==> src/rtl/spike_lif_array_if.sv <==
// Peripheral register bus for spike_lif_array: 4-bit address, 8-bit data, one-cycle write strobe.
// The read data path is combinational from the address.
interface spike_lif_array_if;
    logic [3:0] address;
    logic       data_write;
    logic [7:0] data_in;
    logic [7:0] data_out;

    modport master (
        output address,
        output data_write,
        output data_in,
        input  data_out
    );

    modport slave (
        input  address,
        input  data_write,
        input  data_in,
        output data_out
    );
endinterface

==> src/rtl/spike_lif_array.sv <==
// Multi-channel leaky integrate-and-fire spike encoder with a TinyQV-style register bus.
// Optional feature macro SPIKE_COUNT_EN adds per-channel 8-bit spike counters at 0xC-0xF.
module spike_lif_array #(
    parameter int NUM_CH   = 4,
    parameter int DATA_W   = 8,
    parameter int REFRAC_W = 4,
    parameter int TICK_DIV = 1
) (
    input  logic               clk,
    input  logic               rst,
    input  logic [7:0]         ui_in,
    output logic [7:0]         uo_out,
    spike_lif_array_if.slave   bus
);

    localparam int TICK_W = (TICK_DIV > 1) ? $clog2(TICK_DIV) : 1;

    logic [DATA_W-1:0]   r_in [NUM_CH];
    logic [DATA_W-1:0]   r_thresh;
    logic                r_en;
    logic                r_ext;
    logic [2:0]          r_leak;
    logic [REFRAC_W-1:0] r_refrac;
    logic [NUM_CH-1:0]   r_status;
    logic [NUM_CH-1:0]   r_spike;
    logic [TICK_W-1:0]   r_tick_cnt;

    logic                w_tick;
    logic [NUM_CH-1:0]   w_fire;
    logic [DATA_W-1:0]   w_v [NUM_CH];
    logic [7:0]          w_cnt [NUM_CH];
    logic                w_wr_thresh;
    logic                w_wr_ctrl;
    logic                w_wr_refrac;
    logic                w_wr_status;
    logic [1:0]          w_ch_sel;
    logic                w_ch_ok;
    logic [7:0]          w_rd;

    assign w_wr_thresh = bus.data_write && (bus.address == 4'h4);
    assign w_wr_ctrl   = bus.data_write && (bus.address == 4'h5);
    assign w_wr_refrac = bus.data_write && (bus.address == 4'h6);
    assign w_wr_status = bus.data_write && (bus.address == 4'h7);

    // The tick counter only advances while enabled; a tick is its wrap point.
    assign w_tick = r_en && (r_tick_cnt == TICK_W'(TICK_DIV - 1));

    // Free-running tick divider, held at zero while disabled.
    always_ff @(posedge clk or posedge rst) begin
        if (rst) begin
            r_tick_cnt <= {TICK_W{1'b0}};
        end else if (!r_en || w_tick) begin
            r_tick_cnt <= {TICK_W{1'b0}};
        end else begin
            r_tick_cnt <= r_tick_cnt + TICK_W'(1);
        end
    end

    // Per-channel input value registers.
    always_ff @(posedge clk or posedge rst) begin
        if (rst) begin
            for (int i = 0; i < NUM_CH; i++) begin
                r_in[i] <= {DATA_W{1'b0}};
            end
        end else begin
            for (int i = 0; i < NUM_CH; i++) begin
                if (bus.data_write && (bus.address == 4'(i))) begin
                    r_in[i] <= bus.data_in[DATA_W-1:0];
                end
            end
        end
    end

    // Shared configuration registers: threshold, control and refractory period.
    always_ff @(posedge clk or posedge rst) begin
        if (rst) begin
            r_thresh <= {DATA_W{1'b0}};
            r_en     <= 1'b0;
            r_ext    <= 1'b0;
            r_leak   <= 3'd0;
            r_refrac <= {REFRAC_W{1'b0}};
        end else begin
            if (w_wr_thresh) begin
                r_thresh <= bus.data_in[DATA_W-1:0];
            end
            if (w_wr_ctrl) begin
                r_en   <= bus.data_in[7];
                r_ext  <= bus.data_in[6];
                r_leak <= bus.data_in[2:0];
            end
            if (w_wr_refrac) begin
                r_refrac <= bus.data_in[REFRAC_W-1:0];
            end
        end
    end

    for (genvar g = 0; g < NUM_CH; g++) begin : g_ch
        logic [DATA_W-1:0]   r_v;
        logic [REFRAC_W-1:0] r_refr;
        logic [DATA_W-1:0]   w_x;
        logic [DATA_W-1:0]   w_leak_v;
        logic [DATA_W:0]     w_sum;
        logic [DATA_W-1:0]   w_sat;

        if (g == 0) begin : g_ext
            assign w_x = r_ext ? ui_in[DATA_W-1:0] : r_in[g];
        end else begin : g_int
            assign w_x = r_in[g];
        end

        // V - (V >> LEAK) never goes negative, so one extra bit holds the sum.
        assign w_leak_v = r_v >> r_leak;
        assign w_sum    = {1'b0, r_v} - {1'b0, w_leak_v} + {1'b0, w_x};
        assign w_sat    = w_sum[DATA_W] ? {DATA_W{1'b1}} : w_sum[DATA_W-1:0];
        assign w_fire[g] = w_tick && (r_refr == {REFRAC_W{1'b0}})
                         && (r_thresh != {DATA_W{1'b0}}) && (w_sat >= r_thresh);
        assign w_v[g] = r_v;

        // Membrane potential and refractory countdown, advanced once per tick.
        always_ff @(posedge clk or posedge rst) begin
            if (rst) begin
                r_v    <= {DATA_W{1'b0}};
                r_refr <= {REFRAC_W{1'b0}};
            end else if (w_tick) begin
                if (r_refr != {REFRAC_W{1'b0}}) begin
                    r_refr <= r_refr - REFRAC_W'(1);
                    r_v    <= {DATA_W{1'b0}};
                end else if (w_fire[g]) begin
                    r_refr <= r_refrac;
                    r_v    <= {DATA_W{1'b0}};
                end else begin
                    r_v <= w_sat;
                end
            end
        end

`ifdef SPIKE_COUNT_EN
        logic [7:0] r_cnt;

        // Spike counter; a clear coinciding with a spike leaves a count of one.
        always_ff @(posedge clk or posedge rst) begin
            if (rst) begin
                r_cnt <= 8'd0;
            end else if (bus.data_write && (bus.address[3:2] == 2'b11)) begin
                r_cnt <= {7'd0, w_fire[g]};
            end else if (w_fire[g]) begin
                r_cnt <= r_cnt + 8'd1;
            end
        end

        assign w_cnt[g] = r_cnt;
`else
        assign w_cnt[g] = 8'h00;
`endif
    end

    // Spike pulses and sticky flags; a new spike outranks a same-cycle W1C.
    always_ff @(posedge clk or posedge rst) begin
        if (rst) begin
            r_spike  <= {NUM_CH{1'b0}};
            r_status <= {NUM_CH{1'b0}};
        end else begin
            r_spike <= w_fire;
            if (w_wr_status) begin
                r_status <= (r_status & ~bus.data_in[NUM_CH-1:0]) | w_fire;
            end else begin
                r_status <= r_status | w_fire;
            end
        end
    end

    assign uo_out   = 8'(r_spike);
    assign w_ch_sel = bus.address[1:0];
    assign w_ch_ok  = (32'(w_ch_sel) < NUM_CH);

    // Read data multiplexer; unimplemented channels and bits read as zero.
    always_comb begin
        w_rd = 8'h00;
        case (bus.address[3:2])
            2'b00: w_rd = w_ch_ok ? 8'(r_in[w_ch_sel]) : 8'h00;
            2'b01: begin
                case (w_ch_sel)
                    2'd0:    w_rd = 8'(r_thresh);
                    2'd1:    w_rd = {r_en, r_ext, 3'b000, r_leak};
                    2'd2:    w_rd = 8'(r_refrac);
                    2'd3:    w_rd = 8'(r_status);
                    default: w_rd = 8'h00;
                endcase
            end
            2'b10:   w_rd = w_ch_ok ? 8'(w_v[w_ch_sel]) : 8'h00;
            2'b11:   w_rd = w_ch_ok ? w_cnt[w_ch_sel] : 8'h00;
            default: w_rd = 8'h00;
        endcase
    end

    assign bus.data_out = w_rd;

endmodule

==> src/flat_wrapper.sv <==
// flat-port wrapper written by rule: the top's interface ports become plain ports
module spike_lif_array_flat 
#(
    parameter int NUM_CH   = 4,
    parameter int DATA_W   = 8,
    parameter int REFRAC_W = 4,
    parameter int TICK_DIV = 1
)
  (clk, rst, ui_in, uo_out, bus_address, bus_data_write, bus_data_in, bus_data_out);
  spike_lif_array_if bus_i ();
  input  logic clk;
  input  logic rst;
  input  logic [7:0] ui_in;
  output logic [7:0] uo_out;
  input wire logic [$bits(bus_i.address)-1:0] bus_address;
  input wire logic [$bits(bus_i.data_write)-1:0] bus_data_write;
  input wire logic [$bits(bus_i.data_in)-1:0] bus_data_in;
  output wire logic [$bits(bus_i.data_out)-1:0] bus_data_out;
  assign bus_i.address = bus_address;
  assign bus_i.data_write = bus_data_write;
  assign bus_i.data_in = bus_data_in;
  assign bus_data_out = bus_i.data_out;
  spike_lif_array #(.NUM_CH(NUM_CH), .DATA_W(DATA_W), .REFRAC_W(REFRAC_W), .TICK_DIV(TICK_DIV)) u_core (.clk(clk), .rst(rst), .ui_in(ui_in), .uo_out(uo_out), .bus(bus_i));
endmodule
==> config.mk <==
export PLATFORM = sky130hd
export DESIGN_NAME = spike_lif_array_flat
export DESIGN_NICKNAME = d
export VERILOG_FILES = /design/src/rtl/spike_lif_array_if.sv /design/src/rtl/spike_lif_array.sv /design/src/flat_wrapper.sv
export SDC_FILE = /design/constraint.sdc
export NUM_CORES = 1
export LEC_CHECK = 0
export ABC_CLOCK_PERIOD_IN_PS = 5400
export BUFFER_PORTS_ARGS = -buffer_cell sky130_fd_sc_hd__buf_4
export CORE_MARGIN = 2
export CORE_UTILIZATION = 64
export DETAILED_ROUTE_END_ITERATION = 10
export MAX_ROUTING_LAYER = met4
export PLACE_DENSITY = 0.88
export SYNTH_ARGS = -nofsm -noshare
export SYNTH_HDL_FRONTEND = slang
export SYNTH_SLANG_ARGS = --single-unit
==> constraint.sdc <==
create_clock -name clk -period 5.4 [get_ports clk]
set_input_delay 0.54 -clock clk [delete_from_list [all_inputs] [get_ports clk]]
set_output_delay 0.54 -clock clk [all_outputs]
set_load 0.02 [all_outputs]
==> reports/results.tsv <==
stage	metric	value	unit
cts	CTS tree	done	
global_route	first-pass GRT wire length	42.1	mm
routing	post-DR wirelength/cell	21.6	um
timing	Final period util	95.6	%
finish	Area Growth Syn to Fin	8.16	%
yosys	area leader, netlist	dfrtp_1	
finish	final instance area	10200	um2
worst_setup_path	Slowest-stage cell, CP	fa_1	
timing	Setup-failing EPs final	0	
timing	Final Slew Violations	0	
place	RePlAce Congestion	0.997	
floorplan	CORE AREA	14400	um2
outcome	status	complete, no violations	
floorplan	die width	125	um
place	PortBufs	34	
worst_setup_path	Bufs and invs on worst path	2	
worst_setup_path	CP required	5710	ps
routing	DRT antenna net count	0	
yosys	Syn Area/Cell	9.20	um2
global_route	largest net degree at the start of global routing	64	
floorplan	Die Height	125	um
cts	total clock sinks	106	
worst_setup_path	WP data arrival	5470	ps
job	max-cap violations	0	
worst_setup_path	CP peak stage delay	490	ps
worst_setup_path	CP max FO	31	
cts	post-CTS setup buffers	0	
routing	vias per cell	6.49	
timing	Worst-Margin Slew	1210	ps
global_route	total track usage	35.6	%
yosys	Synth Cell Area	9400	um2
yosys	Post-synth ARST share	100	%
cts	clock-pin transition on the worst setup and hold timing paths	80	ps
finish	nets	1172	
cts	Skew-Pair Late Insertion Delay	370	ps
cts	CTS Buf Count	9	
timing	Max Fclk	194	MHz
yosys	predominant post-synthesis flop cell	dfrtp_1	
finish	Multi-input gate area	6050	um2
place	placed cell areas	9820	um2
timing	final worst path period need	5160	ps
finish	FF+latch area	2650	um2
finish	final core occ	70.5	%
cts	CTS resizes	0	
place	post-DP HPWL	20.3	mm
floorplan	Initial Util	65.2	%
routing	# DRC	0	
global_route	GRT overflow	0	
global_route	vias in the first global route	7754	
place	placed instance count	1218	
finish	Layout fillers	1086	
yosys	sequential share of the synthesized area	28.2	%
worst_setup_path	critical path endpoint category	flop	
floorplan	Die ar.	15700	um2
cts	H-tree depth	3	
worst_setup_path	Setup CP Type	reg -> reg	
cts	clock root buffer	clkbuf_16	
worst_setup_path	critical-path cell list	buf_12, mux2i_1, nor2_1, a21oi_1, mux2i_1, fa_1, fa_1, nor2b_1, o31ai_2, a31oi_1, xnor2_2, nor2b_1, ha_1, nand2b_1, a2111oi_2, o31ai_2, a211o_1, inv_2, a22o_1	
finish	Cell Count, Final, Fillers Out	1234	
timing	worst rel slew slack	18.9	%
global_route	initial antenna violation count	0	
yosys	Synth area leaders	dfrtp_1 28%, ha_1 9.6%, fa_1 6.8%, inv_1 5.8%, mux2_2 5.0%	
floorplan	Top Ports	39	
hold_path	worst hold path type	in -> async	
routing	First DRT Iteration DRCs	1029	
cts	hold buffers post-CTS	0	
routing	total wire length	26.6	mm
yosys	Post-synth EDFFs	0	
finish	n_diodes	0	
finish	leading cell type in the layout, fill and taps excluded	inv_1	
cts	CTS max path bufs	2	
yosys	Synth cell types	68	
yosys	yosys warns	0	
timing	Hold Fails Final Rpt	0	
finish	commonest non-fill, non-tap cells in the layout	142 x inv_1, 106 x dfrtp_1, 72 x ha_1	
yosys	post-synthesis register bit count	106	
worst_setup_path	CP top delay family	compound AO/OA/AOI/OAI gates	
yosys	Synth top area share	28.2	%
timing	Hold Slack	219	ps
yosys	Post-Syn Instances	1022	
timing	Layout Skew	10.8	ps
routing	via count	8007	
worst_setup_path	type of origin of the critical path	flop	
finish	layout cell share with drive strength beyond 1	15.0	%
routing	Pre-Repair DR Iteration Count	6	
floorplan	number of cell rows	44	
[synth_stat cells, types with 15 or more instances]
master and n:
a22o_1 23, xor2_1 17, clkbuf_1 19, fa_1 32
nor2b_1 16, a21oi_1 56, ha_1 72, nor2_1 64
a21o_1 20, nand2b_1 15, inv_1 144, o21ai_0 68
nand2_1 64, mux2_2 42, nor3_1 21, o22ai_1 16
mux2i_1 45, dfrtp_1 106, mux4_2 19
[path summary, 6_finish.rpt]
path                            slack (ps)          startpoint  depth (start not counted)                        to
worst max-delay path                   240    u_core.r_leak[0]                         19     u_core.g_ch[1].r_v[6]
worst min-delay path                   220                 rst                          2  u_core.g_ch[1].r_refr[1]
worst max register to register         240    u_core.r_leak[0]                         19     u_core.g_ch[1].r_v[6]
worst min register to register         480  u_core.r_status[3]                          1        u_core.r_status[3]
max in group asynchronous             3930                 rst                          3     u_core.g_ch[0].r_v[5]
min in group clk                       460      bus_data_in[5]                          2           u_core.r_in[29]
[stage by stage]
stage / setup WS [ps] / setup TNS (ps)
2_1_floorplan: 622 / 0
3_3_place_gp: 369 / 0
3_5_place_dp: 248 / 0
4_1_cts: 204 / 0
5_1_grt: -23.5 / -109
6_report: 238 / 0
[layout make-up]
cell class | instances | area share (%)
Clock buffer | 11 | 2.39
Clock inverter | 5 | 0.665
Timing Repair Buffer | 49 | 3.74
Sequential cell | 106 | 26.1
Multi-Input combinational cell | 735 | 59.5
Inverter | 144 | 5.34
Tap cell | 184 | 2.26
[per-layer routing]
metal  up-vias  routed length, um  global-route usage, %
met4         0               1720                   20.0
met1      3819              10400                   44.0
li1       3644                  -                      -
met2       426              12100                   54.1
met5         -                  0                      -
met3       118               2450                   8.43
[registers in the layout (all words and copies together), names as in the netlist]
name,flops
u_core.g_ch.r_refr,16
u_core.g_ch.r_v,32
u_core.g_ch.w_x,24
u_core.r_en,1
u_core.r_ext,1
u_core.r_in,8
u_core.r_leak,3
u_core.r_refrac,4
u_core.r_spike,4
u_core.r_status,4
u_core.r_thresh,8
u_core.r_tick_cnt,1
[kinds of logic (layout without fill, tap and decap cells)]
family / count (synthesis) / count (layout) / synth area share [%]
other cells: 1 / 5 / 0.0399
compound gates: 264 / 264 / 18.6
fa+ha+maj: 104 / 104 / 16.4
simple gates: 231 / 231 / 11.8
buf+inv: 185 / 209 / 8.01
xor+xnor: 25 / 25 / 2.57
flops: 106 / 106 / 28.2
mux: 106 / 106 / 14.4
Power is left out: the tool's default activity adds up to more than one toggle a clock period on the data nets, which glitch-free logic cannot reach.
